[config.mk]
export PLATFORM = sky130hd
export DESIGN_NAME = bus_controller
export DESIGN_NICKNAME = d
export VERILOG_FILES = /design/src/rtl/bus_controller.sv
export SDC_FILE = /design/constraint.sdc
export NUM_CORES = 1
export LEC_CHECK = 0
export CORE_ASPECT_RATIO = 1.1
export CORE_MARGIN = 5
export CORE_UTILIZATION = 44
export CTS_CLUSTER_DIAMETER = 80
export CTS_CLUSTER_SIZE = 16
export DETAILED_ROUTE_END_ITERATION = 12
export PLACE_DENSITY = 0.81
export SYNTH_ARGS = -nofsm -noshare
export SYNTH_HDL_FRONTEND = slang
export SYNTH_SLANG_ARGS = --single-unit
export TNS_END_PERCENT = 1
[constraint.sdc]
create_clock -name clk -period 2.1 [get_ports clk]
set_input_delay 0.42 -clock clk [delete_from_list [all_inputs] [get_ports clk]]
set_output_delay 0.42 -clock clk [all_outputs]
set_load 0.02 [all_outputs]
[src/rtl/bus_controller.sv]
// ---------------------------------------------------------------------------
// bus_controller
//
// Memory-side bus controller that sits directly behind the CPU bus port.
// It accepts one word request at a time, decodes the 27-bit word address
// into one of four targets and runs the access:
//   SDRAM   0x0000000-0x3FFFFFF  request/done handshake with a timeout
//   ROM     0x7000000-0x70003FF  synchronous read, writes are dropped
//   VRAM32  0x7100000-0x71003FF  synchronous read/write
//   I/O     0x7200000-0x72000FF  synchronous read/write
// Any other address is unmapped. Unmapped accesses and SDRAM timeouts
// complete with zero read data and set the sticky bus_err flag.
//
// Ports
//   clk, reset                 clock, synchronous active-high reset
//   bus_start/we/addr/data     CPU request, sampled only while idle
//   bus_q, bus_done            registered read data, one-cycle done pulse
//   bus_err                    sticky error flag, cleared only by reset
//   sdram_addr/d/we            SDRAM request fields, stable for the request
//   sdram_start                one-cycle SDRAM request pulse
//   sdram_q, sdram_done        SDRAM read data and completion pulse
//   rom_addr, rom_q            boot ROM port (1-cycle read latency)
//   vram_addr/d/we, vram_q     VRAM32 port (1-cycle read latency)
//   io_addr/d/we, io_q         I/O register port (1-cycle read latency)
//
// SDRAM_TIMEOUT (1..65535) is the number of cycles waited for sdram_done.
// ---------------------------------------------------------------------------
module bus_controller #(
    parameter int SDRAM_TIMEOUT = 1023
) (
    input  logic        clk,
    input  logic        reset,

    input  logic        bus_start,
    input  logic        bus_we,
    input  logic [26:0] bus_addr,
    input  logic [31:0] bus_data,
    output logic [31:0] bus_q,
    output logic        bus_done,
    output logic        bus_err,

    output logic [25:0] sdram_addr,
    output logic [31:0] sdram_d,
    output logic        sdram_we,
    output logic        sdram_start,
    input  logic [31:0] sdram_q,
    input  logic        sdram_done,

    output logic [9:0]  rom_addr,
    input  logic [31:0] rom_q,

    output logic [9:0]  vram_addr,
    output logic [31:0] vram_d,
    output logic        vram_we,
    input  logic [31:0] vram_q,

    output logic [7:0]  io_addr,
    output logic [31:0] io_d,
    output logic        io_we,
    input  logic [31:0] io_q
);

    // -----------------------------------------------------------------------
    // State encoding
    // -----------------------------------------------------------------------
    localparam logic [2:0] ST_IDLE       = 3'd0;
    localparam logic [2:0] ST_SDRAM_WAIT = 3'd1;
    localparam logic [2:0] ST_LOCAL      = 3'd2;
    localparam logic [2:0] ST_CAPTURE    = 3'd3;
    localparam logic [2:0] ST_UNMAPPED   = 3'd4;

    // Local (on-chip) targets, indexed the same way in every table below.
    localparam int         N_LOCAL  = 3;
    localparam logic [1:0] TGT_ROM  = 2'd0;
    localparam logic [1:0] TGT_VRAM = 2'd1;
    localparam logic [1:0] TGT_IO   = 2'd2;

    // Base address and window size (as an address-bit count) of each local
    // target. A window matches when every address bit above the window
    // equals the corresponding base bit.
    localparam logic [26:0] LOCAL_BASE [N_LOCAL] = '{27'h7000000, 27'h7100000, 27'h7200000};
    localparam int          LOCAL_BITS [N_LOCAL] = '{10, 10, 8};

    // The counter is compared against the limit on every waiting cycle; the
    // limit itself is reachable, hence the full 16-bit width.
    localparam logic [15:0] TIMEOUT_LIMIT = 16'(SDRAM_TIMEOUT);

    // -----------------------------------------------------------------------
    // Registers
    // -----------------------------------------------------------------------
    logic [2:0]  state_reg;
    logic [15:0] count_reg;
    logic        we_reg;     // latched direction of the access in flight
    logic [1:0]  tgt_reg;    // latched local target for LOCAL/CAPTURE

    // -----------------------------------------------------------------------
    // Address decode. It is evaluated on the request fields in the cycle
    // they are latched, so the chosen next state and target fields always
    // correspond to the latched address.
    // -----------------------------------------------------------------------
    logic [N_LOCAL-1:0] local_hit;
    logic               sdram_hit;

    assign sdram_hit = ~bus_addr[26];

    genvar gi;
    generate
        for (gi = 0; gi < N_LOCAL; gi++) begin : g_decode
            assign local_hit[gi] =
                (bus_addr >> LOCAL_BITS[gi]) == (LOCAL_BASE[gi] >> LOCAL_BITS[gi]);
        end
    endgenerate

    // -----------------------------------------------------------------------
    // Controller
    // -----------------------------------------------------------------------
    always_ff @(posedge clk) begin
        if (reset) begin
            state_reg   <= ST_IDLE;
            count_reg   <= '0;
            we_reg      <= 1'b0;
            tgt_reg     <= TGT_ROM;
            bus_q       <= '0;
            bus_done    <= 1'b0;
            bus_err     <= 1'b0;
            sdram_addr  <= '0;
            sdram_d     <= '0;
            sdram_we    <= 1'b0;
            sdram_start <= 1'b0;
            rom_addr    <= '0;
            vram_addr   <= '0;
            vram_d      <= '0;
            vram_we     <= 1'b0;
            io_addr     <= '0;
            io_d        <= '0;
            io_we       <= 1'b0;
        end else begin
            // Pulse outputs default low; each state raises what it needs.
            bus_done    <= 1'b0;
            sdram_start <= 1'b0;
            vram_we     <= 1'b0;
            io_we       <= 1'b0;

            case (state_reg)
                ST_IDLE: begin
                    if (bus_start) begin
                        we_reg <= bus_we;
                        if (sdram_hit) begin
                            // Request fields are registered here and left
                            // untouched until the access finishes.
                            sdram_addr  <= bus_addr[25:0];
                            sdram_d     <= bus_data;
                            sdram_we    <= bus_we;
                            sdram_start <= 1'b1;
                            count_reg   <= '0;
                            state_reg   <= ST_SDRAM_WAIT;
                        end else if (local_hit[TGT_ROM]) begin
                            // ROM is read-only: a write still runs the full
                            // local sequence but never raises a strobe.
                            rom_addr  <= bus_addr[9:0];
                            tgt_reg   <= TGT_ROM;
                            state_reg <= ST_LOCAL;
                        end else if (local_hit[TGT_VRAM]) begin
                            vram_addr <= bus_addr[9:0];
                            vram_d    <= bus_data;
                            vram_we   <= bus_we;
                            tgt_reg   <= TGT_VRAM;
                            state_reg <= ST_LOCAL;
                        end else if (local_hit[TGT_IO]) begin
                            io_addr   <= bus_addr[7:0];
                            io_d      <= bus_data;
                            io_we     <= bus_we;
                            tgt_reg   <= TGT_IO;
                            state_reg <= ST_LOCAL;
                        end else begin
                            state_reg <= ST_UNMAPPED;
                        end
                    end
                end

                ST_SDRAM_WAIT: begin
                    // sdram_done is checked before the limit so that a
                    // completion on the final cycle is not reported as a
                    // timeout.
                    if (sdram_done) begin
                        if (!we_reg) begin
                            bus_q <= sdram_q;
                        end
                        sdram_we  <= 1'b0;
                        bus_done  <= 1'b1;
                        state_reg <= ST_IDLE;
                    end else if (count_reg == TIMEOUT_LIMIT) begin
                        bus_q     <= '0;
                        bus_err   <= 1'b1;
                        sdram_we  <= 1'b0;
                        bus_done  <= 1'b1;
                        state_reg <= ST_IDLE;
                    end else begin
                        count_reg <= count_reg + 16'd1;
                    end
                end

                ST_LOCAL: begin
                    // Address (and write strobe) are already on the port
                    // during this cycle; the target samples them at the end
                    // of it and presents read data in the next.
                    state_reg <= ST_CAPTURE;
                end

                ST_CAPTURE: begin
                    if (!we_reg) begin
                        case (tgt_reg)
                            TGT_ROM:  bus_q <= rom_q;
                            TGT_VRAM: bus_q <= vram_q;
                            default:  bus_q <= io_q;
                        endcase
                    end
                    bus_done  <= 1'b1;
                    state_reg <= ST_IDLE;
                end

                ST_UNMAPPED: begin
                    bus_q     <= '0;
                    bus_err   <= 1'b1;
                    bus_done  <= 1'b1;
                    state_reg <= ST_IDLE;
                end

                default: begin
                    state_reg <= ST_IDLE;
                end
            endcase
        end
    end

endmodule
# == Word-level counts from Yosys, hierarchy flattened ==
# Index checks and enable logic that the tools add are counted.
# classes
muxes,34
addsub,1
n_bitwise,6
n_reduce_logical,21
n_eq_ne,17
# op_table
operator,n
32-bit two-way mux,4
32-bit one-hot mux with 3 select lines,1
16-bit two-way mux,4
32-bit one-hot mux with 2 select lines,1
"17-bit equality test, second input constant",2
16-bit one-hot mux with 2 select lines,1
3-bit two-way mux,7
"19-bit equality test, second input constant",1
"16-bit by 1-bit adder with 16-bit output, second input constant",1
"16-bit by 10-bit equality test with 1-bit output, second input constant",1
4-bit AND reduction,4
"2-bit != test, second input constant",6
5-bit AND reduction,2
1-bit two-way mux,9
3-bit one-hot mux with 3 select lines,1
7-bit OR reduction,1
"3-bit by 2-bit equality test with 1-bit output, second input constant",2
2-bit two-way mux,3
"3-bit != test, second input constant",2
1-bit inverter,6
1-bit one-hot mux with 2 select lines,3
3-bit AND reduction,2
6-bit AND reduction,1
3-bit nonzero test,2
other kinds (10),12
# totals
word_cells,97
regBits,210

# == Depth between registers and ports, before layout ==
# logic_depth
word_depth,7
mapped_depth,7
mapped_depth_nobuf,5

# == Worst setup path after synthesis ==
# No wires, ideal clock.
# synth_timing
path_type,register to register
from,reg count_reg[0]
to,reg bus_q[0]
setup_time_ns,0.122
t_arrival_ns,1.728
path_stages_with_launch,7
slack_ns,0.251
path_buffers,1
required_ns,1.978
cell_sequence,dfxtp_1 ha_1 or3b_2 nor4_4 o21ai_4 buf_6 mux2i_1
# synth_via
elab_chain_cells,3
# synth_rtl
element,line_no,rtl
"start, declared",92,logic [15:0] count_reg;
"start signal, assigned",199,count_reg <= count_reg + 16'd1;
16-bit by 10-bit equality test with 1-bit output,192,end else if (count_reg == TIMEOUT_LIMIT) begin
3-bit != test (no source line),--,
4-bit AND reduction (no source line),--,
"end signal, assigned",187,bus_q <= sdram_q;
"end signal, assigned",213,TGT_ROM: bus_q <= rom_q;
"end signal, assigned",214,TGT_VRAM: bus_q <= vram_q;
"end, declared",38,"output logic [31:0] bus_q,"
# Every way passes these cells.
# A chain may end at the register's enable or synchronous reset.

# == Final worst setup path ==
# layout_timing
from,in bus_addr[10]
to,reg rom_addr[4]
# layout_via
elab_chain_cells,2
# layout_rtl
element,line_no,rtl
"start, declared",36,"input logic [26:0] bus_addr,"
17-bit equality test,110,(bus_addr >> LOCAL_BITS[gi]) == (LOCAL_BASE[gi] >> LOCAL_BITS[gi]);
4-bit AND reduction (no source line),--,
"end signal, assigned",160,rom_addr <= bus_addr[9:0];
"end, declared",49,"output logic [9:0] rom_addr,"
# Every way passes these cells.

==> flow_metrics.env <==
export IMPL_slew_viol_final=0
export IMPL_r2r_start="count_reg[1]$_SDFFE_PP0P_"
export IMPL_ys_types=56
export IMPL_min_delay_path_depth=2
export IMPL_wl_per_cell_um=20.2
export IMPL_drive_gt1_share_pct=13.0
export IMPL_overflow=0
export IMPL_dp_hpwl_mm=24.9
export IMPL_cts_buffer_depth=3
export IMPL_port_buffers=379
export IMPL_internal_power_uw=6360
export IMPL_drc=0
export IMPL_slew_headroom_pct=64.9
export IMPL_ys_warn_count=0
export IMPL_min_from="vram_d[1]$_SDFFE_PP0P_"
export IMPL_min_to="vram_d[1]$_SDFFE_PP0P_"
export IMPL_hold_viol=0
export IMPL_hold_buffers=0
export IMPL_synthDominantCellAreaShare_pct=44.2
export IMPL_synthesis_area_mm2=0.00951
export IMPL_die_x_um=150
export IMPL_period_share_pct=97.1
export IMPL_worst_r2r_cell_count=6
export IMPL_worstMarginPinSlew_ps=526
export IMPL_ys_ff_latch=210
export IMPL_final_setup_worst_slack_ps=59.9
export IMPL_cp_required_ps=2490
export IMPL_synth_area_leader_cell="dfxtp_1"
export IMPL_grt_pass1_vias=9111
export IMPL_end_kind="flop"
export IMPL_cts_buffers_inserted=17
export IMPL_fin_area_mm2=0.0146
export IMPL_via_count=8951
export IMPL_final_antenna_net_count=0
export IMPL_setup_tns_ps=0
export IMPL_synth_edf_count=0
export IMPL_diodes=0
export IMPL_fin_nets=1545
export IMPL_reg2reg_to="sdram_we$_SDFFE_PP0P_"
export IMPL_cts_htree_levels=1
export IMPL_leakagePower_uw=0.00602
export IMPL_drtIter0Drc=457
export IMPL_fillCellCount=1684
export IMPL_clk_pin_slew_ps=70
export IMPL_final_common_cell="clkdlybuf4s50_1"
export IMPL_drt_wl_total_mm=33.1
export IMPL_fmax_mhz=490
export IMPL_yosysSeqAreaShare_pct=44.2
export IMPL_floorplan_rows=56
export IMPL_clock_skew_ps=12.4
export IMPL_cts_tree="yes"
export IMPL_p_sw_share_pct=24.4
export IMPL_p_comb_share_pct=14.9
export IMPL_period_minus_slack_ps=2040
export IMPL_routabilityCongestion=0.846
export IMPL_ioPinCount=380
export IMPL_placed_area_mm2=0.0140
export IMPL_grt_antenna_before_repair=4
export IMPL_pre_cts_ws_ps=-653
export IMPL_irDropWorstVdd_mv=0.509
export IMPL_synth_main_ff_cell="dfxtp_1"
export IMPL_fp_dieH_um=164
export IMPL_start_util_pct=44.7
export IMPL_cp_max_fo=8
export IMPL_cts_root_buffer="clkbuf_16"
export IMPL_final_setup_viol_count=0
export IMPL_multi_input_area_mm2=0.00498
export IMPL_clock_power_share_pct=36.1
export IMPL_synth_cells=961
export IMPL_grt_max_degree=75
export IMPL_dr_pass1_iters=4
export IMPL_start_kind="input port"
export IMPL_status="finished, final reports clean"
export IMPL_synth_area_per_cell_um2=9.90
export IMPL_critical_path_class="input port to flop"
export IMPL_hold_path_class="flop to flop"
export IMPL_ff_latch_area_mm2=0.00421
export IMPL_switchingPower_uw=2050
export IMPL_syn_to_final_growth_pct=53.2
export IMPL_final_cell_mix="379 x clkdlybuf4s50_1, 208 x dfxtp_1, 179 x nand2_1, 130 x mux2i_1, 60 x buf_4"
export IMPL_die_area_mm2=0.0247
export IMPL_clock_sinks=210
export IMPL_max_cap_violations=0
export IMPL_coreArea_mm2=0.0213
export IMPL_critPathArrivalTime_ps=2430
export IMPL_viasPerCell=5.45
export IMPL_powerDensity_mw_per_mm2=577
export IMPL_reg2reg_slack_ps=110
export IMPL_grt_pass1_wl_mm=49.9
export IMPL_insertion_delay_ps=480
export IMPL_syn_nets=1154
export IMPL_seq_power_share_pct=49.0
export IMPL_gr_usage_all_layers_pct=25.3
export IMPL_synthTopCellsByArea="dfxtp_1 44%, mux2i_1 14%, nand2_1 7.1%"
export IMPL_ys_async_sr_fraction_pct=0
[area by class of cell]
class | instances | share of cell area [%]
multi-input cells | 666 | 34.2
repair buffers | 454 | 31.2
flip-flops and latches | 210 | 28.9
clock buffers | 17 | 2.92
well taps | 290 | 2.49
clock inverters | 2 | 0.283
inverters | 3 | 0.112
[how the worst max path moves through the flow]
stage / from / end / slack, ps / depth (start not counted)
6_report: bus_addr[10] / rom_addr[4]$_SDFFE_PP0P_ / 60 / 7
5_1_grt: bus_addr[26] / count_reg[6]$_SDFFE_PP0P_ / -30 / 7
3_3_place_gp: bus_addr[10] / rom_addr[1]$_SDFFE_PP0P_ / -560 / 7
2_1_floorplan: count_reg[0]$_SDFFE_PP0P_ / bus_q[0]$_SDFFE_PP0P_ / 250 / 6
4_1_cts: bus_addr[10] / vram_d[6]$_SDFFE_PP0P_ / 0.09 / 7
3_5_place_dp: bus_addr[10] / rom_addr[4]$_SDFFE_PP0P_ / -650 / 7
[power by group through the flow]
stage          registers (µW)  clock network (µW)  logic [µW]
2_1_floorplan            4300                   0         407
3_3_place_gp             4210                   0        1230
3_5_place_dp             4210                   0        1240
4_1_cts                  4120                3110        1250
5_1_grt                  4130                3260        1320
6_report                 4120                3030        1250
[synthesized netlist by cell type (10+ instances only)]
| library cell | count |
|---|---|
| o211a_1 | 32 |
| buf_2 | 18 |
| nand4_1 | 10 |
| o31ai_1 | 11 |
| a21oi_1 | 15 |
| a22o_1 | 58 |
| dfxtp_1 | 210 |
| mux2_2 | 32 |
| clkbuf_1 | 50 |
| nand2_1 | 179 |
| mux2i_1 | 130 |
| o21ai_0 | 37 |
| and4bb_2 | 26 |
| nand2b_1 | 41 |
| nand3_1 | 12 |
[worst max-delay path, cell delays in order]
cell and delay, ps:
clkdlybuf4s50_1 500, nor4b_4 350, buf_4 170, nand3_1 120
or4_1 480, buf_4 200, mux2i_1 190
[timing repair]
item	in CTS	in global routing
resized for setup	2	6
endpoints found under the setup margin	48	30
buffers inserted	0	2
gates cloned	0	0
pin swaps	0	3
[through the flow]
| step | std cells | hold slack (ps) | power (µW) | utilization [%] |
|---|---|---|---|---|
| after CTS | 1640 | 461 | 8470 | 68.2 |
| after detailed placement | 1621 | 451 | 5450 | 65.9 |
| final | 1642 | 458 | 8400 | 68.4 |
| after global placement | 1621 | 441 | 5440 | 65.9 |
| after global routing | 1642 | 483 | 8710 | 68.4 |
| after floorplan | 961 | 433 | 4710 | - |
[metal layers]
| metal | global-route usage [%] | routed length (µm) |
|---|---|---|
| met5 | 0 | 47 |
| met4 | 6.66 | 896 |
| met3 | 9.11 | 3480 |
| met2 | 44.7 | 16000 |
| met1 | 28.9 | 12700 |
[cell families (layout without fill, tap and decap cells)]
group	Yosys count	after routing	synth area share, %
fa+ha+maj	1	1	0.132
mux	162	162	17.5
buf+inv	85	476	4.22
flops	210	210	44.2
simple gates	327	327	19.7
compound gates	176	176	14.3
Note: power is estimated with default switching activity, not from simulation.
